<file path="src/rtl/mem_stage_pkg.sv">
`default_nettype none
// ============================================================================
// Module : mem_stage_pkg
// Brief  : Types and constants shared by the memory stage and its aligner.
// Rev    : 1.0
// ============================================================================
package mem_stage_pkg;

    localparam int CORE_XLEN = 32;

    typedef enum logic [1:0] {
        S_IDLE  = 2'd0,
        S_REQ   = 2'd1,
        S_WAIT  = 2'd2,
        S_DRAIN = 2'd3
    } mem_state_e;

    typedef enum logic [1:0] {
        MEM_NONE  = 2'd0,
        MEM_LOAD  = 2'd1,
        MEM_STORE = 2'd2
    } mem_type_e;

    localparam logic [2:0] MEM_B  = 3'd0;
    localparam logic [2:0] MEM_H  = 3'd1;
    localparam logic [2:0] MEM_W  = 3'd2;
    localparam logic [2:0] MEM_D  = 3'd3;
    localparam logic [2:0] MEM_BU = 3'd4;
    localparam logic [2:0] MEM_HU = 3'd5;
    localparam logic [2:0] MEM_WU = 3'd6;

    localparam logic [CORE_XLEN-1:0] CAUSE_LOAD_MISALIGNED  = CORE_XLEN'(4);
    localparam logic [CORE_XLEN-1:0] CAUSE_STORE_MISALIGNED = CORE_XLEN'(6);

    typedef struct packed {
        mem_type_e              mem_type;
        logic [2:0]             funct3;
        logic                   expt_valid;
        logic [CORE_XLEN-1:0]   expt_cause;
        logic [11:0]            csr_addr;
        logic [1:0]             reg_wb_src;
        logic [CORE_XLEN-1:0]   inst_imm;
        logic [CORE_XLEN-1:0]   inst_pc;
        logic [CORE_XLEN-1:0]   alu_res;
        logic [CORE_XLEN-1:0]   rs2_data;
        logic [4:0]             rd_addr;
    } exmem_reg_t;

    typedef struct packed {
        logic [1:0]             reg_wb_src;
        logic [CORE_XLEN-1:0]   inst_imm;
        logic [CORE_XLEN-1:0]   inst_pc;
        logic [CORE_XLEN-1:0]   alu_res;
        logic [4:0]             rd_addr;
        logic [CORE_XLEN-1:0]   load_data;
        logic [CORE_XLEN-1:0]   csr_rd_data;
        logic                   raise_trap;
        logic [CORE_XLEN-1:0]   trap_cause;
    } memwb_reg_t;

endpackage
`default_nettype wire

</file>
<file path="src/rtl/mem_stage_align.sv">
`default_nettype none
// ============================================================================
// Module : mem_stage_align
// Brief  : Byte-lane alignment for stores, load extraction/extension, misalignment.
// Rev    : 1.0
// ============================================================================
module mem_stage_align
    import mem_stage_pkg::*;
#(
    parameter  int XLEN   = CORE_XLEN,
    localparam int OFF_W  = $clog2(XLEN/8),
    localparam int MASK_W = XLEN/8
) (
    input  logic [2:0]        funct3,
    input  logic [OFF_W-1:0]  off,
    input  logic [XLEN-1:0]   rs2_data,
    input  logic [XLEN-1:0]   rdata,
    output logic [MASK_W-1:0] wmask,
    output logic [XLEN-1:0]   wdata,
    output logic [XLEN-1:0]   load_data,
    output logic              misaligned
);

    logic [MASK_W-1:0] w_size_mask;
    logic [XLEN-1:0]   w_shifted;

    // funct3[1:0] encodes access size for both signed and unsigned variants
    always_comb begin
        w_size_mask = '0;
        misaligned  = 1'b0;
        case (funct3[1:0])
            2'd0: w_size_mask = MASK_W'(8'h01);
            2'd1: begin
                w_size_mask = MASK_W'(8'h03);
                misaligned  = off[0];
            end
            2'd2: begin
                w_size_mask = MASK_W'(8'h0F);
                misaligned  = |off[1:0];
            end
            default: begin
                w_size_mask = '1;
                misaligned  = |off;
            end
        endcase
    end

    assign wmask     = w_size_mask << off;
    assign wdata     = rs2_data << {off, 3'b000};
    assign w_shifted = rdata >> {off, 3'b000};

    always_comb begin
        load_data = w_shifted;
        case (funct3)
            MEM_B:   load_data = XLEN'($signed(w_shifted[7:0]));
            MEM_H:   load_data = XLEN'($signed(w_shifted[15:0]));
            MEM_W:   load_data = XLEN'($signed(w_shifted[31:0]));
            MEM_BU:  load_data = XLEN'(w_shifted[7:0]);
            MEM_HU:  load_data = XLEN'(w_shifted[15:0]);
            MEM_WU:  load_data = XLEN'(w_shifted[31:0]);
            default: load_data = w_shifted;
        endcase
    end

endmodule
`default_nettype wire

</file>
<file path="src/rtl/mem_stage.sv">
`default_nettype none
// ============================================================================
// Module : mem_stage
// Brief  : Pipeline memory stage: data-memory handshake, load/store alignment, MEM->WB register.
// Rev    : 1.0
// ============================================================================
module mem_stage
    import mem_stage_pkg::*;
#(
    parameter int XLEN = CORE_XLEN
) (
    input  logic                           clk_i,
    input  logic                           rst_i,
    input  logic                           flush_i,
    input  logic                           ex_valid_i,
    output logic                           ex_ready_o,
    input  logic [$bits(exmem_reg_t)-1:0]  exmem_i,
    input  logic [XLEN-1:0]                csr_rd_data_i,
    output logic                           dmem_req_valid_o,
    input  logic                           dmem_req_ready_i,
    output logic [XLEN-1:0]                dmem_addr_o,
    output logic                           dmem_we_o,
    output logic [XLEN/8-1:0]              dmem_wmask_o,
    output logic [XLEN-1:0]                dmem_wdata_o,
    input  logic                           dmem_resp_valid_i,
    input  logic [XLEN-1:0]                dmem_rdata_i,
    output logic                           wb_valid_o,
    output logic [$bits(memwb_reg_t)-1:0]  memwb_o
);

    localparam int OFF_W = $clog2(XLEN/8);

    exmem_reg_t        w_ex;
    mem_state_e        r_state;
    exmem_reg_t        r_op;
    logic [XLEN-1:0]   r_csr;
    logic [XLEN/8-1:0] r_wmask;
    logic [XLEN-1:0]   r_wdata;
    logic              r_wb_valid;
    memwb_reg_t        r_memwb;

    logic [2:0]        w_funct3;
    logic [OFF_W-1:0]  w_off;
    logic [XLEN/8-1:0] w_wmask;
    logic [XLEN-1:0]   w_wdata;
    logic [XLEN-1:0]   w_load_data;
    logic              w_misaligned;
    logic              w_is_mem;
    logic              w_bypass;
    memwb_reg_t        w_direct_wb;
    memwb_reg_t        w_resp_wb;
    logic              w_unused;

    assign w_ex = exmem_reg_t'(exmem_i);

    // In IDLE the aligner checks the incoming op; afterwards it serves the latched op's response
    assign w_funct3 = (r_state == S_IDLE) ? w_ex.funct3 : r_op.funct3;
    assign w_off    = (r_state == S_IDLE) ? w_ex.alu_res[OFF_W-1:0] : r_op.alu_res[OFF_W-1:0];

    mem_stage_align #(.XLEN(XLEN)) u_align (
        .funct3     (w_funct3),
        .off        (w_off),
        .rs2_data   (w_ex.rs2_data),
        .rdata      (dmem_rdata_i),
        .wmask      (w_wmask),
        .wdata      (w_wdata),
        .load_data  (w_load_data),
        .misaligned (w_misaligned)
    );

    assign w_is_mem = (w_ex.mem_type == MEM_LOAD) || (w_ex.mem_type == MEM_STORE);
    assign w_bypass = !w_is_mem || w_ex.expt_valid || w_misaligned;

    always_comb begin
        w_direct_wb             = '0;
        w_direct_wb.reg_wb_src  = w_ex.reg_wb_src;
        w_direct_wb.inst_imm    = w_ex.inst_imm;
        w_direct_wb.inst_pc     = w_ex.inst_pc;
        w_direct_wb.alu_res     = w_ex.alu_res;
        w_direct_wb.rd_addr     = w_ex.rd_addr;
        w_direct_wb.csr_rd_data = csr_rd_data_i;
        if (w_ex.expt_valid) begin
            w_direct_wb.raise_trap = 1'b1;
            w_direct_wb.trap_cause = w_ex.expt_cause;
        end else if (w_is_mem && w_misaligned) begin
            w_direct_wb.raise_trap = 1'b1;
            w_direct_wb.trap_cause = (w_ex.mem_type == MEM_STORE) ? CAUSE_STORE_MISALIGNED
                                                                  : CAUSE_LOAD_MISALIGNED;
        end

        w_resp_wb             = '0;
        w_resp_wb.reg_wb_src  = r_op.reg_wb_src;
        w_resp_wb.inst_imm    = r_op.inst_imm;
        w_resp_wb.inst_pc     = r_op.inst_pc;
        w_resp_wb.alu_res     = r_op.alu_res;
        w_resp_wb.rd_addr     = r_op.rd_addr;
        w_resp_wb.csr_rd_data = r_csr;
        w_resp_wb.load_data   = (r_op.mem_type == MEM_LOAD) ? w_load_data : '0;
    end

    always_ff @(posedge clk_i) begin
        if (rst_i) begin
            r_state    <= S_IDLE;
            r_op       <= '0;
            r_csr      <= '0;
            r_wmask    <= '0;
            r_wdata    <= '0;
            r_wb_valid <= 1'b0;
            r_memwb    <= '0;
        end else begin
            r_wb_valid <= 1'b0;
            case (r_state)
                S_IDLE: begin
                    if (ex_valid_i && !flush_i) begin
                        if (w_bypass) begin
                            r_memwb    <= w_direct_wb;
                            r_wb_valid <= 1'b1;
                        end else begin
                            r_op    <= w_ex;
                            r_csr   <= csr_rd_data_i;
                            r_wmask <= w_wmask;
                            r_wdata <= w_wdata;
                            r_state <= S_REQ;
                        end
                    end
                end
                S_REQ: begin
                    // A flush coinciding with acceptance still owes us a response, so drain it
                    if (flush_i)
                        r_state <= dmem_req_ready_i ? S_DRAIN : S_IDLE;
                    else if (dmem_req_ready_i)
                        r_state <= S_WAIT;
                end
                S_WAIT: begin
                    if (flush_i) begin
                        r_state <= dmem_resp_valid_i ? S_IDLE : S_DRAIN;
                    end else if (dmem_resp_valid_i) begin
                        r_memwb    <= w_resp_wb;
                        r_wb_valid <= 1'b1;
                        r_state    <= S_IDLE;
                    end
                end
                S_DRAIN: begin
                    if (dmem_resp_valid_i)
                        r_state <= S_IDLE;
                end
                default: r_state <= S_IDLE;
            endcase
        end
    end

    assign ex_ready_o       = (r_state == S_IDLE);
    assign dmem_req_valid_o = (r_state == S_REQ);
    assign dmem_addr_o      = {r_op.alu_res[XLEN-1:OFF_W], {OFF_W{1'b0}}};
    assign dmem_we_o        = (r_op.mem_type == MEM_STORE);
    assign dmem_wmask_o     = r_wmask;
    assign dmem_wdata_o     = r_wdata;
    assign wb_valid_o       = r_wb_valid;
    assign memwb_o          = r_memwb;

    assign w_unused = ^{w_ex.csr_addr, r_op.expt_valid, r_op.expt_cause, r_op.csr_addr,
                        r_op.rs2_data};

endmodule
`default_nettype wire
</file>
<file path="config.mk">
export PLATFORM = sky130hd
export DESIGN_NAME = mem_stage
export DESIGN_NICKNAME = d
export VERILOG_FILES = /design/src/rtl/mem_stage_pkg.sv /design/src/rtl/mem_stage_align.sv /design/src/rtl/mem_stage.sv
export SDC_FILE = /design/constraint.sdc
export NUM_CORES = 1
export LEC_CHECK = 0
export CORE_AREA = 2 2 207 209
export CTS_CLUSTER_DIAMETER = 80
export DETAILED_ROUTE_END_ITERATION = 12
export DIE_AREA = 0 0 209 211
export PLACE_DENSITY = 0.75
export SYNTH_ARGS = -nofsm -noshare
export SYNTH_HDL_FRONTEND = slang
export SYNTH_SLANG_ARGS = --single-unit
</file>
<file path="constraint.sdc">
create_clock -name clk_i -period 4.38 [get_ports clk_i]
set_input_delay 0.876 -clock clk_i [delete_from_list [all_inputs] [get_ports clk_i]]
set_output_delay 0.876 -clock clk_i [all_outputs]
set_load 0.005 [all_outputs]
</file>
==> results of run 1 <==
sequential cells by signal, summed over array words and instances, names as in the netlist:
signal,count
dmem_wdata_o,32
memwb_o,200
dmem_addr_o,30
r_csr,32
wb_valid_o,1
r_state,2
r_op,78
dmem_wmask_o,4
layout make-up:
cell class	count	share of cell area
repair buffers	535	0.243
well taps	539	0.0304
inverters	3	0.000620
clock buffers	66	0.0565
clock inverters	6	0.00524
flip-flops and latches	379	0.342
multi-input cells	1240	0.322
diodes	2	0.000225
worst max-delay path by stage:
stage	endpoint	slack, ns	cells past startpoint
final	ex_ready_o	1.37	3
after global routing	ex_ready_o	1.26	3
after CTS	ex_ready_o	1.33	3
after detailed placement	dmem_wdata_o[9]	0.94	10
after global placement	r_op[85]	1.0	9
after floorplan	dmem_wdata_o[19]	1.82	10
critical path: cells and delay by family (launching register included):
kind,cells,cell delay (ns)
flops,1,0.44
buf+inv,2,0.75
simple gates,1,0.38
placed cells by master, fill, tap and decap left out, drive strengths merged, types with 4 or more instances in the layout:
cell type	netlist	final
dfxtp	379	379
a211oi	137	137
o211ai	9	9
nand3b	6	6
and3	8	8
o21ai	22	22
o31ai	17	17
nand2b	5	5
a22oi	8	8
a22o	31	31
buf	90	24
clkdlybuf4s50	0	511
clkbuf	95	66
a21oi	182	182
mux2i	163	163
nor2	163	163
nor3	11	11
a32o	7	7
nor2b	4	4
nand3	32	32
nand2	411	411
per-layer routing:
layer | wire length [um] | up-vias | track usage
met5 | 23 | - | 0
met4 | 1500 | 4 | 0.0800
met3 | 4110 | 96 | 0.0702
met2 | 24200 | 483 | 0.367
met1 | 20700 | 6671 | 0.262
li1 | - | 7015 | -
per-stage QoR:
stage                     instance area (sq um)  setup WS [ns]  std cells  utilization  power (uW)
after CTS                                 22200           1.33       2768        0.531        8320
after floorplan                           15600           1.82       1807            -        4150
after global placement                    20800          0.998       2696        0.499        4730
final                                     22200           1.37       2770        0.532        8220
after global routing                      22200           1.26       2769        0.532        8540
after detailed placement                  20800          0.937       2696        0.499        4760
report_power, final:
part	switching (uW)	internal (uW)	total [uW]
Clock	1400	2140	3540
Sequential	69.7	3580	3650
Combinational	485	554	1040
Total	1960	6270	8220
cells by family (layout without fill, tap and decap cells):
logic type                 Yosys count  count (layout)  share of synthesized area
and+or+nand+nor                    648             648                      0.167
DFF                                379             379                      0.487
AOI/OAI and AO/OA                  422             422                      0.178
adders and majority gates            1               1                   0.000803
muxes                              166             166                      0.108
xor gates and xnor gates             1               1                   0.000562
other                                1               4                   0.000241
buffers and inverters              188             610                     0.0581
==> flow_summary.toml, run 1 <==
[synth]
synth_edf_count = 0
netlist.area_leader.share = 0.487
synth.area.top_cells = "dfxtp_1 (49%), mux2i_1 (10%), nand2_1 (9.9%)"
synth_seq_cells = 379
synth_ff_type = "dfxtp_1"
yosysTopAreaCell = "dfxtp_1"
synth_common_cells = "nand2_1 (410), dfxtp_1 (379), a21oi_1 (182), mux2i_1 (162), nor2_1 (162)"
synthArstFlopShare = 0
synth.distinct_cells = 51
synth_warnings = 0
seq_area_frac_synth = 0.487
postSynthCellCount = 1806
avgSynthCellArea_sq_um = 8.63
syn_area_sq_um = 15600
synthMostInstantiatedCell = "nand2_1"

[global_route]
track_usage = 0.219
antenna_found_initial = 4
grt_pass1_wl_mm = 77.5
grt_max_degree = 206
grt_pass1_vias = 13758
overflow = 0

[timing]
fin_skew_ns = 0.0164
rsz0062_at_grt = "false"
worst_pin_slew_ns = 1.01
finalHoldViolCount = 0
finalSetupViolCount = 0
tns_ns = 0
fmax_mhz = 333
min_period_ns = 3.01
slew_headroom = 0.324
timing.final.crit_share = 0.687
maxSlewViolCount = 0
hold_ws_ns = 0.451

[final_layout]
multiInputGateArea_sq_um = 7140
fillers = 3721
syn2layout_area_growth_pct = 42.4
regArea_sq_um = 7590
nets = 2457
drive_gt1_frac = 0.0471

[setup_path]
arrival_ns = 2.13
endpoint_kind = "primary output"
r2r_slack_ns = 1.46
path_max_fanout = 11
path_cells = "or2_1 -> inv_4 -> clkdlybuf4s50_1"
required_ns = 3.50
start_kind = "register"
crit_type = "register to primary output"
r2r-end = "memwb_o[82]"
timing.rr.start = "r_state[1]"
startpoint = "r_state[1]"
critPathSlowestCell = "clkdlybuf4s50_1"
slowest_delay_ns = 0.56
ff2ff_path_depth = 9

[hold_path]
min-delay-start = "r_csr[3]"
hold_end = "r_csr[3]"
hp-class = "register to register"
hold_path_depth = 2

[clock_network]
numCtsBuffers = 42
post_cts_resized = 0
cts.sinks = 379
clock_latency_ns = 0.56
cts-root-buf = "clkbuf_16"
htree_num_levels = 2
path_clk_slew_ns = 0.06
cts_setup_buffers = 0
cts_tree = "done"
ctsHoldBuffers = 0
clock_path_buffers = 3

[die]
die-width_um = 209
fp.dieH_um = 211
start_util = 0.373
dieArea_sq_um = 44100
io_pins = 527
core_region_area_sq_um = 41800
row_count = 75

[power_and_ir_drop]
power_density_nw_per_um2 = 370
ir_drop_mv = 0.303
p_leak_uw = 0.00875

[status]
outcome = "finished, final reports clean"

[drt]
drtAntennaViolNets = 0
drtPass1Iterations = 5
post_drt_via_cell_ratio = 5.15
routedWlPerCell_um = 18.2
post-route-drc-count = 0
num_vias = 14269
first_iter_violations = 949
routed_wl_mm = 50.5

[placement]
place.gp.congestion = 0.868
dp_hpwl_mm = 34.2
port-buffer-count = 512

[flow_run]
drv_cap = 0
Note: power is estimated with default switching activity, not from simulation.
==> run 2, diff against run 1 <==
Clock period 4.38 ns to 3.1 ns, I/O delays scaled along.
==> run 2 against run 1 <==
  * Hold slack hardly changed
  * Register-to-register slack worse by 0.81 ns
  * Cell area is 2.2% higher
  * Critical path type unchanged
  * Combinational power is 47% higher
  * Flip-flop and latch count stayed put
  * Worst setup slack worse by 0.98 ns
  * Utilization is 1.2 points higher
==> flow_summary.toml, run 2 (synthesis gave the netlist of run 1 again) <==
[status]
outcome = "finished, final reports clean"

[global_route]
track_usage = 0.224
antenna_found_initial = 1
grt_pass1_vias = 14214
top_usage_layer = "met2"
grt_pass1_wl_mm = 79.3
use_met3 = 0.0578
overflow = 0
grtUsageMet2 = 0.385
grt_max_degree = 122
met1_usage = 0.269

[clock_network]
cts.sinks = 379
numCtsBuffers = 42
clock_latency_ns = 0.55
htree_num_levels = 2
post_cts_resized = 0
cts_tree = "done"
clock_path_buffers = 3
ctsHoldBuffers = 0
cts-root-buf = "clkbuf_16"
cts_setup_buffers = 0
path_clk_slew_ns = 0.06

[final_layout]
final_util = 0.543
largest_register_ffs = 200
nets = 2477
regArea_sq_um = 7590
drive_gt1_frac = 0.0643
fillers = 3704
multiInputGateArea_sq_um = 7140
antenna_cells = 0
syn2layout_area_growth_pct = 45.5
layout_commonest_cell = "clkdlybuf4s50_1"
final_cell_mix = "clkdlybuf4s50_1 (511), nand2_1 (410), dfxtp_1 (379)"

[die]
dieArea_sq_um = 44100
die-width_um = 209
row_count = 75
start_util = 0.373
fp.dieH_um = 211
io_pins = 527
core_region_area_sq_um = 41800

[timing]
maxSlewViolCount = 0
tns_ns = 0
slew_headroom = 0.542
finalSetupViolCount = 0
timing.final.crit_share = 0.873
min_period_ns = 2.71
hold_ws_ns = 0.452
worst_pin_slew_ns = 0.687
finalHoldViolCount = 0
fin_skew_ns = 0.0187
fmax_mhz = 369
rsz0062_at_grt = "false"

[drt]
post_drt_via_cell_ratio = 5.22
first_iter_violations = 937
routed_wl_mm = 51.2
post-route-drc-count = 0
routedWlPerCell_um = 18.3
drtAntennaViolNets = 0
num_vias = 14570
drtPass1Iterations = 5

[power_and_ir_drop]
ir_drop_mv = 0.426
p_leak_uw = 0.00899
power_density_nw_per_um2 = 534

[hold_path]
hold_path_depth = 2
hold_end = "r_csr[6]"
hp-class = "register to register"
min-delay-start = "r_csr[6]"

[setup_path]
path_buf_inv = 2
critPathSlowestCell = "clkdlybuf4s50_1"
r2r_slack_ns = 0.65
slowest_delay_ns = 0.58
start_kind = "register"
crit_type = "register to primary output"
arrival_ns = 2.09
path_cells = "or2_1 -> inv_4 -> clkdlybuf4s50_1"
required_ns = 2.48
path_max_fanout = 11
endpoint_kind = "primary output"
timing.rr.start = "r_state[0]"
r2r-end = "dmem_wdata_o[8]"
crit_family = "buffers and inverters"
ff2ff_path_depth = 8

[placement]
port-buffer-count = 512
dp_hpwl_mm = 35.5
place.gp.congestion = 0.890

[flow_run]
drv_cap = 0
-- run 2: cell count changes in the layout (fill, tap and decap cells not counted) --
cell / delta
clkinv_2: +6
clkinv_4: -1
bufinv_16: +2
clkbuf_8: +8
buf_4: +7
buf_12: +13
clkinvlp_4: +5
clkbuf_1: -15
diode_2: -2
-- run 2: worst max path at each step --
stage                       from               end  depth (start not counted)
global placement    exmem_i[183]  dmem_wdata_o[21]                         10
CTS                   r_state[0]        ex_ready_o                          3
finish                r_state[0]        ex_ready_o                          3
detailed placement  exmem_i[183]  dmem_wdata_o[23]                         10
global route          r_state[0]        ex_ready_o                          3
floorplan           exmem_i[183]  dmem_wdata_o[19]                         10
-- run 2: worst reg2reg max path, cell delays in order, from the launching register on --
cell	delay, ns
dfxtp_1	0.49
or2_1	0.31
inv_4	0.15
mux2_2	0.30
buf_4	0.46
mux2i_1	0.33
nor3_1	0.08
a21oi_1	0.14
nor2_1	0.05
-- run 2: layer usage --
layer  share of wire  vias up  wire (um)
met3           0.076      103       3870
met5         0.00031        -         16
met1            0.41     6866      20900
met2            0.49      542      24900
met4           0.029        2       1500
li1                -     7057          -
-- run 2: final cells by class --
type / instances / share of cell area
Inverter: 3 / 0.000607
Clock inverter: 18 / 0.0104
Tap cell: 539 / 0.0297
Clock buffer: 59 / 0.0577
Sequential cell: 379 / 0.335
Timing Repair Buffer: 555 / 0.252
Multi-Input combinational cell: 1240 / 0.315
-- run 2: where the power goes --
| group | switching, uW | internal (uW) |
|---|---|---|
| combinational | 703 | 824 |
| sequential | 100 | 5050 |
| clock | 2070 | 3370 |
-- run 2: through the flow --
stage                     cell area [sq um]  instances  total power, uW  setup WS (ns)
after floorplan                       15600       1807             5870          0.793
after global placement                21100       2716             6740          0.149
after detailed placement              21100       2716             6780         0.0671
after CTS                             22700       2793            12200          0.359
after global routing                  22700       2793            12600          0.344
final                                 22700       2793            12100          0.393
